## config.mk

```make
export PLATFORM = sky130hd
export DESIGN_NAME = dcp_dispatch
export DESIGN_NICKNAME = d
export VERILOG_FILES = /design/src/rtl/dcp_dispatch.sv
export SDC_FILE = /design/constraint.sdc
export NUM_CORES = 1
export LEC_CHECK = 0
export BUFFER_PORTS_ARGS = -buffer_cell sky130_fd_sc_hd__buf_2
export CAP_MARGIN = 40
export CORE_ASPECT_RATIO = 0.8
export CORE_MARGIN = 10
export CORE_UTILIZATION = 30
export CTS_CLUSTER_DIAMETER = 100
export CTS_CLUSTER_SIZE = 30
export DETAILED_ROUTE_END_ITERATION = 8
export PLACE_DENSITY = 0.68
export REMOVE_ABC_BUFFERS = 1
export SLEW_MARGIN = 20
export SYNTH_ARGS = -nofsm -noshare
export SYNTH_HDL_FRONTEND = slang
export SYNTH_SLANG_ARGS = --single-unit
```

## constraint.sdc

```tcl
create_clock -name clk -period 2.4 [get_ports clk]
set_input_delay 0.12 -clock clk [delete_from_list [all_inputs] [get_ports clk]]
set_output_delay 0.12 -clock clk [all_outputs]
set_load 0.02 [all_outputs]
```

## src/rtl/dcp_dispatch.sv

```systemverilog
// dcp_dispatch: console command dispatcher.
// Prints a '>' prompt on the shared transmitter, reads one command character
// from the shared receiver, and decodes it. A matching command selects one of
// four handlers and hands it the shared rx/tx channels until that handler
// raises its finish flag. Blank characters (space, CR, LF) are skipped
// silently. Any other character prints "?\r\n" and then a fresh prompt.
// Ports:
//   clk, rstn                  clock, asynchronous active-low reset
//   sel_mode                   selected command code (IDLE_CODE when idle)
//   finish_h                   per-handler done flags
//   req/type_rx_h, req/type_tx_h, dout_h   per-handler channel requests
//   ack_rx_h, ack_tx_h         per-handler acks (routed only while running)
//   req_rx, type_rx, ack_rx, din_rx        shared receiver handshake
//   req_tx, type_tx, dout_tx, ack_tx       shared transmitter handshake
module dcp_dispatch #(
   parameter logic [7:0] CMD0      = 8'h49,
   parameter logic [7:0] CMD1      = 8'h44,
   parameter logic [7:0] CMD2      = 8'h52,
   parameter logic [7:0] CMD3      = 8'h54,
   parameter logic [7:0] IDLE_CODE = 8'h00
) (
   input  logic         clk,
   input  logic         rstn,
   output logic [7:0]   sel_mode,
   input  logic [3:0]   finish_h,
   input  logic [3:0]   req_rx_h,
   input  logic [3:0]   type_rx_h,
   input  logic [3:0]   req_tx_h,
   input  logic [3:0]   type_tx_h,
   input  logic [127:0] dout_h,
   output logic [3:0]   ack_rx_h,
   output logic [3:0]   ack_tx_h,
   output logic         req_rx,
   output logic         type_rx,
   input  logic         ack_rx,
   input  logic [31:0]  din_rx,
   output logic         req_tx,
   output logic         type_tx,
   output logic [31:0]  dout_tx,
   input  logic         ack_tx
);

   localparam int unsigned CMD_W  = 8;
   localparam int unsigned DATA_W = 32;
   localparam int unsigned IDX_W  = 2;

   localparam logic [2:0] S_PROMPT = 3'd0;
   localparam logic [2:0] S_GETCMD = 3'd1;
   localparam logic [2:0] S_DECODE = 3'd2;
   localparam logic [2:0] S_RUN    = 3'd3;
   localparam logic [2:0] S_ERR_Q  = 3'd4;
   localparam logic [2:0] S_ERR_CR = 3'd5;
   localparam logic [2:0] S_ERR_LF = 3'd6;

   localparam logic [DATA_W-1:0] CH_PROMPT = 32'h0000_003E;
   localparam logic [DATA_W-1:0] CH_QUEST  = 32'h0000_003F;
   localparam logic [DATA_W-1:0] CH_CR     = 32'h0000_000D;
   localparam logic [DATA_W-1:0] CH_LF     = 32'h0000_000A;
   localparam logic [DATA_W-1:0] CH_SPACE  = 32'h0000_0020;

   localparam logic [CMD_W-1:0] C_SPACE = 8'h20;
   localparam logic [CMD_W-1:0] C_CR    = 8'h0D;
   localparam logic [CMD_W-1:0] C_LF    = 8'h0A;

   logic [2:0]        r_state,    w_state_nxt;
   logic [CMD_W-1:0]  r_sel_mode, w_sel_mode_nxt;
   logic              r_req_tx,   w_req_tx_nxt;
   logic              r_req_rx,   w_req_rx_nxt;
   logic [DATA_W-1:0] r_dout_tx,  w_dout_tx_nxt;
   logic [CMD_W-1:0]  r_cmd,      w_cmd_nxt;
   logic [IDX_W-1:0]  r_idx,      w_idx_nxt;

   logic              w_run;
   logic [DATA_W-1:0] w_char;
   logic [2:0]        w_char_next;
   logic [DATA_W-1:0] w_dout_sel;
   logic              w_unused;

   // Only the low byte of a received word carries the command.
   assign w_unused = ^din_rx[DATA_W-1:CMD_W];

   assign w_run = (r_state == S_RUN);

   // Character and successor for the four printing states.
   always_comb begin
      w_char      = CH_PROMPT;
      w_char_next = S_GETCMD;
      case (r_state)
         S_ERR_Q:  begin w_char = CH_QUEST;  w_char_next = S_ERR_CR; end
         S_ERR_CR: begin w_char = CH_CR;     w_char_next = S_ERR_LF; end
         S_ERR_LF: begin w_char = CH_LF;     w_char_next = S_PROMPT; end
         default:  begin w_char = CH_PROMPT; w_char_next = S_GETCMD; end
      endcase
   end

   // Next-state and registered-output logic.
   always_comb begin
      w_state_nxt    = r_state;
      w_sel_mode_nxt = r_sel_mode;
      w_req_tx_nxt   = r_req_tx;
      w_req_rx_nxt   = r_req_rx;
      w_dout_tx_nxt  = r_dout_tx;
      w_cmd_nxt      = r_cmd;
      w_idx_nxt      = r_idx;
      case (r_state)
         S_PROMPT, S_ERR_Q, S_ERR_CR, S_ERR_LF: begin
            // Raise the request first; an ack only counts once it is up.
            if (!r_req_tx) begin
               w_req_tx_nxt  = 1'b1;
               w_dout_tx_nxt = w_char;
            end else if (ack_tx) begin
               w_req_tx_nxt  = 1'b0;
               w_dout_tx_nxt = CH_SPACE;
               w_state_nxt   = w_char_next;
            end
         end
         S_GETCMD: begin
            if (!r_req_rx) begin
               w_req_rx_nxt = 1'b1;
            end else if (ack_rx) begin
               w_cmd_nxt    = din_rx[CMD_W-1:0];
               w_req_rx_nxt = 1'b0;
               w_state_nxt  = S_DECODE;
            end
         end
         S_DECODE: begin
            // Priority order so the lowest handler wins on duplicate codes.
            if (r_cmd == CMD0) begin
               w_sel_mode_nxt = CMD0;
               w_idx_nxt      = 2'd0;
               w_state_nxt    = S_RUN;
            end else if (r_cmd == CMD1) begin
               w_sel_mode_nxt = CMD1;
               w_idx_nxt      = 2'd1;
               w_state_nxt    = S_RUN;
            end else if (r_cmd == CMD2) begin
               w_sel_mode_nxt = CMD2;
               w_idx_nxt      = 2'd2;
               w_state_nxt    = S_RUN;
            end else if (r_cmd == CMD3) begin
               w_sel_mode_nxt = CMD3;
               w_idx_nxt      = 2'd3;
               w_state_nxt    = S_RUN;
            end else if (r_cmd == C_SPACE || r_cmd == C_CR || r_cmd == C_LF) begin
               w_state_nxt = S_GETCMD;
            end else begin
               w_state_nxt = S_ERR_Q;
            end
         end
         S_RUN: begin
            if (finish_h[r_idx]) begin
               w_sel_mode_nxt = IDLE_CODE;
               w_state_nxt    = S_PROMPT;
            end
         end
         default: begin
            w_state_nxt = S_PROMPT;
         end
      endcase
   end

   // State and output registers.
   always_ff @(posedge clk or negedge rstn) begin
      if (!rstn) begin
         r_state    <= S_PROMPT;
         r_sel_mode <= IDLE_CODE;
         r_req_tx   <= 1'b0;
         r_req_rx   <= 1'b0;
         r_dout_tx  <= CH_SPACE;
         r_cmd      <= '0;
         r_idx      <= '0;
      end else begin
         r_state    <= w_state_nxt;
         r_sel_mode <= w_sel_mode_nxt;
         r_req_tx   <= w_req_tx_nxt;
         r_req_rx   <= w_req_rx_nxt;
         r_dout_tx  <= w_dout_tx_nxt;
         r_cmd      <= w_cmd_nxt;
         r_idx      <= w_idx_nxt;
      end
   end

   // While running, the selected handler drives the shared channels directly.
   assign w_dout_sel = dout_h[{r_idx, 5'd0} +: DATA_W];

   assign sel_mode = r_sel_mode;
   assign req_rx   = w_run ? req_rx_h[r_idx]  : r_req_rx;
   assign type_rx  = w_run ? type_rx_h[r_idx] : 1'b0;
   assign req_tx   = w_run ? req_tx_h[r_idx]  : r_req_tx;
   assign type_tx  = w_run ? type_tx_h[r_idx] : 1'b0;
   assign dout_tx  = w_run ? w_dout_sel       : r_dout_tx;

   // Acks reach only the selected handler, and only while it runs.
   always_comb begin
      ack_rx_h = '0;
      ack_tx_h = '0;
      if (w_run) begin
         ack_rx_h[r_idx] = ack_rx;
         ack_tx_h[r_idx] = ack_tx;
      end
   end

endmodule

```

==> out/qor.txt, run 1 <==
Power Dens Cells = 886 nW/µm²
Number of global-route vias before repair = 3169
CP peak stage delay = 0.55 ns
Clock Tree Root = clkbuf_8
Finished Layout Cells = 544
Iteration-0 DRC Markers = 69
Max-cap violations = 0
Place WS = 0.466 ns
Post-CTS Resized = 0
Fin crit period = 2.11 ns
Reg2Reg Depth = 4
Die area = 12300 µm²
Worst-Skew Late Latency = 0.27 ns
Largest vdd supply drop = 0.292 mV
Max Root-Sink Buffers = 2
Clk sinks = 26
Period utilisation layout = 88.1%
WP data arrival = 1.99 ns
Final instance area = 3700 µm²
# setup viols final = 0
Largest net degree at the start of global routing = 27
Global-route wire length before repair = 17300 µm
Achievable frequency = 0.473 GHz
Crit path kind = reg -> out
Vias per cell = 4.99
Crit start category = register
Slowest stage cell, crit path = mux4_2
Register area = 654 µm²
YS warnings = 0
Slew margin rel. = 59.5%
Design Power = 3.28 mW
Die height = 101 µm
Total global routing track utilization = 18.0%
Share of cells above drive strength 1 = 64.1%
H-tree Lvls = 1
Initial antenna violation count = 2
Row count = 29
Die Wd = 122 µm
PortBufs = 209
ANT nets after route = 0
Layout area overhead = 49.1%
Area of the multi-input gates = 1710 µm²
Worst setup path start = r_idx[0]
Worst-margin pin slew = 0.601 ns
WL per Instance = 20.4 µm
Post-synth cell types = 44
Initial core utilization = 31.1%
Post-synthesis cell count = 233
Post-Route Skew = 0.00961 ns
Post-Place Cells = 538
Congestion Overflow GR = 0
Leak Pwr = 1.81 nW
Hold Path Sink = r_cmd[4]
Seq/Total Area, Yosys = 26.3%
Mapped Area = 2480 µm²
Critical Path End Type = output pin
Post-synth ARST share = 100%
GPL Wtd Cong = 0.806
Final WL = 11100 µm
TritonCTS clock tree = built
Fin. Hold Viols = 0
Max Fanout on Critical Path = 20
CP cell instances = buf_4 > mux4_2 > nand2_1 > o21ai_0 > buf_2
Post-synth EDFFs = 0
Hold_sp = din_rx[4]
RR Endpoint = r_state[0]
CTS Buf Count = 3
Run status = completed
Setup WS post-layout = 0.286 ns
Hold path depth = 2
First-pass DRT Iterations = 4
Worst reg2reg path startpoint = r_state[1]
Placed inst area = 3630 µm²
Vias = 2712
FILL cells = 778
Unrepaired setup endpoints after global routing = no
Data required, critical path = 2.28 ns
IO Pins = 236
DP Wirelength = 9800 µm
Synth Register Bits = 26
Post-synth top flop = dfrtp_1
CORE AREA = 7980 µm²
Slew Limit Fails = 0
# nets final = 620
HP Class = in -> reg
Residual DRC = 0
Syn avg cell area = 10.6 µm²
Setup slack, reg-to-reg = 0.43 ns
Clock transition at the registers of the reported paths = 0.09 ns
registers in the layout, indices dropped and copies added, names as in the netlist:
name / flops
r_cmd: 8
r_dout_tx: 6
r_idx: 2
r_req_rx: 1
r_req_tx: 1
r_state: 3
sel_mode: 5
worst max-delay path: cells and delay by family (launching register included):
| family | cells | cell delay (ns) |
|---|---|---|
| mux | 1 | 0.55 |
| buf+inv | 2 | 0.56 |
| simple gates | 1 | 0.07 |
| flops | 1 | 0.40 |
| compound gates | 1 | 0.14 |
final cells by class:
cell class,count,share of cell area (%)
Inverter,5,0.507
Timing Repair Buffer,219,30.4
Clock buffer,4,1.49
Tap cell,108,3.65
Antenna cell,1,0.0677
Multi-Input combinational cell,181,46.2
Sequential cell,26,17.7
per-stage QoR:
stage	hold WS [ns]	setup TNS (ns)	utilization, %
finish	0.0764	0	46.3
global route	0.0618	0	46.3
CTS	0.0705	0	46.3
detailed placement	0.162	0	45.5
global placement	0.149	0	45.5
floorplan	-0.176	-10.56	-
cells by family (layout without fill, tap and decap cells):
family / count (synthesis) / in the layout / share of synthesized area (%)
mux: 49 / 49 / 39.1
buf+inv: 27 / 228 / 4.99
simple gates: 103 / 103 / 21.2
compound gates: 25 / 25 / 7.46
other cells: 1 / 3 / 0.151
xor+xnor: 1 / 1 / 0.353
fa+ha+maj: 1 / 1 / 0.454
flops: 26 / 26 / 26.3
cells in the final DEF, fill, tap and decap left out, drive strengths merged, types with 2 or more instances in the layout:
master  instances
nand3b          2
mux2           11
buf           218
o21ai           6
clkbuf          4
nor2           16
a221o           2
o211ai          2
conb            2
a22o            3
nor3            5
nor2b          29
o32ai           2
a21o            2
nand2b          4
or3             2
mux4           37
nand2          37
a32oi           2
dfrtp          25
o31ai           2
a21oi           2
inv             5
worst max-delay path by stage:
stage                  to  cells past startpoint
2_1_floorplan  r_state[0]                      5
3_3_place_gp     r_idx[0]                      5
3_5_place_dp     r_idx[0]                      5
4_1_cts        dout_tx[5]                      5
5_1_grt        dout_tx[5]                      5
6_report       dout_tx[5]                      5
report_power, final:
| part | switching [mW] | total (mW) | internal (mW) |
|---|---|---|---|
| Combinational | 1.04 | 2.09 | 1.05 |
| Sequential | 0.253 | 0.900 | 0.647 |
| Clock | 0.139 | 0.285 | 0.147 |
Yosys cell counts (2+ instances only):
library cell  number  area share (%)
buf_4              4             1.2
nor3_1             4            0.81
dfrtp_1           25              25
o32ai_1            2            0.71
o31ai_1            2            0.60
buf_1              2            0.30
nand3b_1           2            0.60
clkbuf_1          10             1.5
or3_1              2            0.50
nand2_1           37             5.6
a221o_1            2            0.81
nand2b_1           4             1.0
nor2_1            16             2.4
inv_2              2            0.30
buf_2              6             1.2
a21o_1             2            0.60
nor2b_1           29             7.3
mux2_2            10             4.5
inv_1              3            0.45
a22o_1             3             1.1
o21ai_0            5             1.0
o211ai_1           2            0.60
mux4_2            37              34
a32oi_1            2            0.71
per-layer routing:
| layer | vias to the layer above | global-route usage [%] | routed length [µm] |
|---|---|---|---|
| met5 | - | 0 | 27 |
| met4 | 4 | 7.04 | 282 |
| met3 | 24 | 7.34 | 1120 |
| met2 | 127 | 33.7 | 5990 |
| met1 | 1285 | 17.2 | 3710 |
| li1 | 1272 | - | - |
what timing repair did:
action / 4_1_cts / 5_1_grt
endpoints found under the setup margin: 0 / 0
setup buffers: 0 / 0
endpoints found under the hold margin: 25 / 0
hold buffers: 1 / 0
(Power assumes the default switching activity.)
==> run 2: changes to the inputs <==
- BUFFER_PORTS_ARGS: -buffer_cell sky130_fd_sc_hd__buf_2 -> not set
- DONT_BUFFER_PORTS: not set -> 1
- GPL_TIMING_DRIVEN: not set -> 1
- PLACE_DENSITY: 0.68 -> not set
==> run 2 against run 1 <==
Compared with the run above: worst setup slack got worse by 0.014 ns; count of clock-buffer cells in the layout unchanged; design area down 19%; largest cell class unchanged; via count down 24%; fmax down 0.66%; critical path type unchanged; clock skew decreased by 0.0042 ns.
==> out/qor.txt, run 2 (synthesized netlist as in run 1, its figures left out) <==
Run status = completed
Fin crit period = 2.13 ns
Critical Path End Type = output pin
Hold-fix buffers, CTS = 3
Total global routing track utilization = 14.7%
Reg with most FFs = r_cmd
Final WL = 9460 µm
Power Dens Cells = 1030 nW/µm²
Vias = 2066
Clock transition at the registers of the reported paths = 0.08 ns
Global-route wire length before repair = 14200 µm
Worst-Skew Late Latency = 0.26 ns
Die height = 101 µm
Slew Limit Fails = 0
Die area = 12300 µm²
Worst setup path start = r_idx[0]
H-tree Lvls = 1
Initial antenna violation count = 1
CP peak stage delay = 0.57 ns
Most frequent CP cell = buf_4
Post-CTS Resized = 0
# nets final = 454
DP Wirelength = 8150 µm
Setup WS post-layout = 0.272 ns
Initial core utilization = 31.1%
Worst reg2reg path startpoint = r_cmd[5]
Fin. Hold Viols = 0
PortBufs = 0
Residual DRC = 0
Design Power = 3.10 mW
Setup Fix Bufs, Post-CTS = 0
Share of cells above drive strength 1 = 39.8%
Worst-margin pin slew = 0.595 ns
Vias per cell = 5.47
HP Class = in -> reg
Largest vdd supply drop = 0.313 mV
TritonCTS clock tree = built
ANT nets after route = 0
Unrepaired setup endpoints after global routing = no
Data required, critical path = 2.28 ns
Number of global-route vias before repair = 2359
Max reg flops = 8
Max Fanout on Critical Path = 26
CORE AREA = 7980 µm²
Crit path kind = reg -> out
Row count = 29
Max Root-Sink Buffers = 2
Clock Tree Root = clkbuf_8
Layout area overhead = 21.0%
Iteration-0 DRC Markers = 58
# setup viols final = 0
WP data arrival = 2.01 ns
Slowest stage cell, crit path = mux4_2
Slew margin rel. = 59.9%
Die Wd = 122 µm
IO Pins = 236
Period utilisation layout = 88.7%
Achievable frequency = 0.470 GHz
Largest net degree at the start of global routing = 35
Place WS = 0.451 ns
Hold_sp = din_rx[3]
CTS Buf Count = 3
GPL Wtd Cong = 0.798
First-pass DRT Iterations = 4
Post-Route Skew = 0.00538 ns
Most common cell after layout, fill and taps aside = buf_4
Most frequent cells in the layout = buf_4, nand2_1, mux4_2
Clk sinks = 26
CP cell instances = buf_4 > mux4_2 > nor2b_1 > buf_4
Total negative slack = 0 ns
Leak Pwr = 1.15 nW
Hold WS = 0.00918 ns
WL per Instance = 25.0 µm
Max-cap violations = 0
Crit start category = register
Congestion Overflow GR = 0
-- run 2: cell types whose count changed in the layout (fill, tap and decap cells not counted) --
cell and change:
buf_12 +1, buf_2 -209, buf_4 +36, dlygate4sd3_1 +6
-- run 2: through the flow --
stage / area [µm²] / util [%] / std cells
CTS: 2950 / 37.0 / 372
finish: 3000 / 37.6 / 378
global placement: 2860 / 35.8 / 365
floorplan: 2380 / - / 212
global route: 3000 / 37.6 / 378
detailed placement: 2860 / 35.8 / 365
-- run 2: layout make-up --
| cell class | instances | area [µm²] |
|---|---|---|
| diodes | 1 | 2.50 |
| clock buffers | 4 | 55.1 |
| fillers | 803 | 4980 |
| inverters | 5 | 18.8 |
| multi-input cells | 181 | 1710 |
| flip-flops and latches | 26 | 654 |
| well taps | 108 | 135 |
| repair buffers | 53 | 428 |
-- run 2: critical path: cells and delay by family (launching register included) --
family                 cells  cell delay [ns]
multiplexers               1             0.57
flip-flops                 1             0.41
AND/OR/NAND/NOR            1             0.15
buffers and inverters      2             0.61
-- run 2: final timing paths --
kind | slack [ns] | endpoint | depth (start not counted)
max in group asynchronous | 1.90 | r_dout_tx[5] | 2
min | 0.009 | r_cmd[3] | 1
min reg2reg | 0.48 | r_dout_tx[5] | 2
max | 0.27 | dout_tx[30] | 4
max reg2reg | 0.42 | r_idx[0] | 5
min in group asynchronous | 0.28 | r_dout_tx[1] | 2
-- run 2: power by group --
| group | internal, mW | leakage (nW) | switching (mW) |
|---|---|---|---|
| clock network | 0.146 | 0.0288 | 0.129 |
| registers | 0.647 | 0.316 | 0.323 |
| logic | 0.940 | 0.809 | 0.912 |
| total | 1.73 | 1.15 | 1.36 |
-- run 2: metal layers --
| metal | wire length [µm] | GRT usage (%) | vias up |
|---|---|---|---|
| li1 | - | - | 936 |
| met1 | 3250 | 15.4 | 1022 |
| met2 | 5230 | 27.8 | 104 |
| met3 | 903 | 5.50 | 4 |
| met4 | 73 | 2.74 | 0 |
| met5 | 0 | 0 | - |
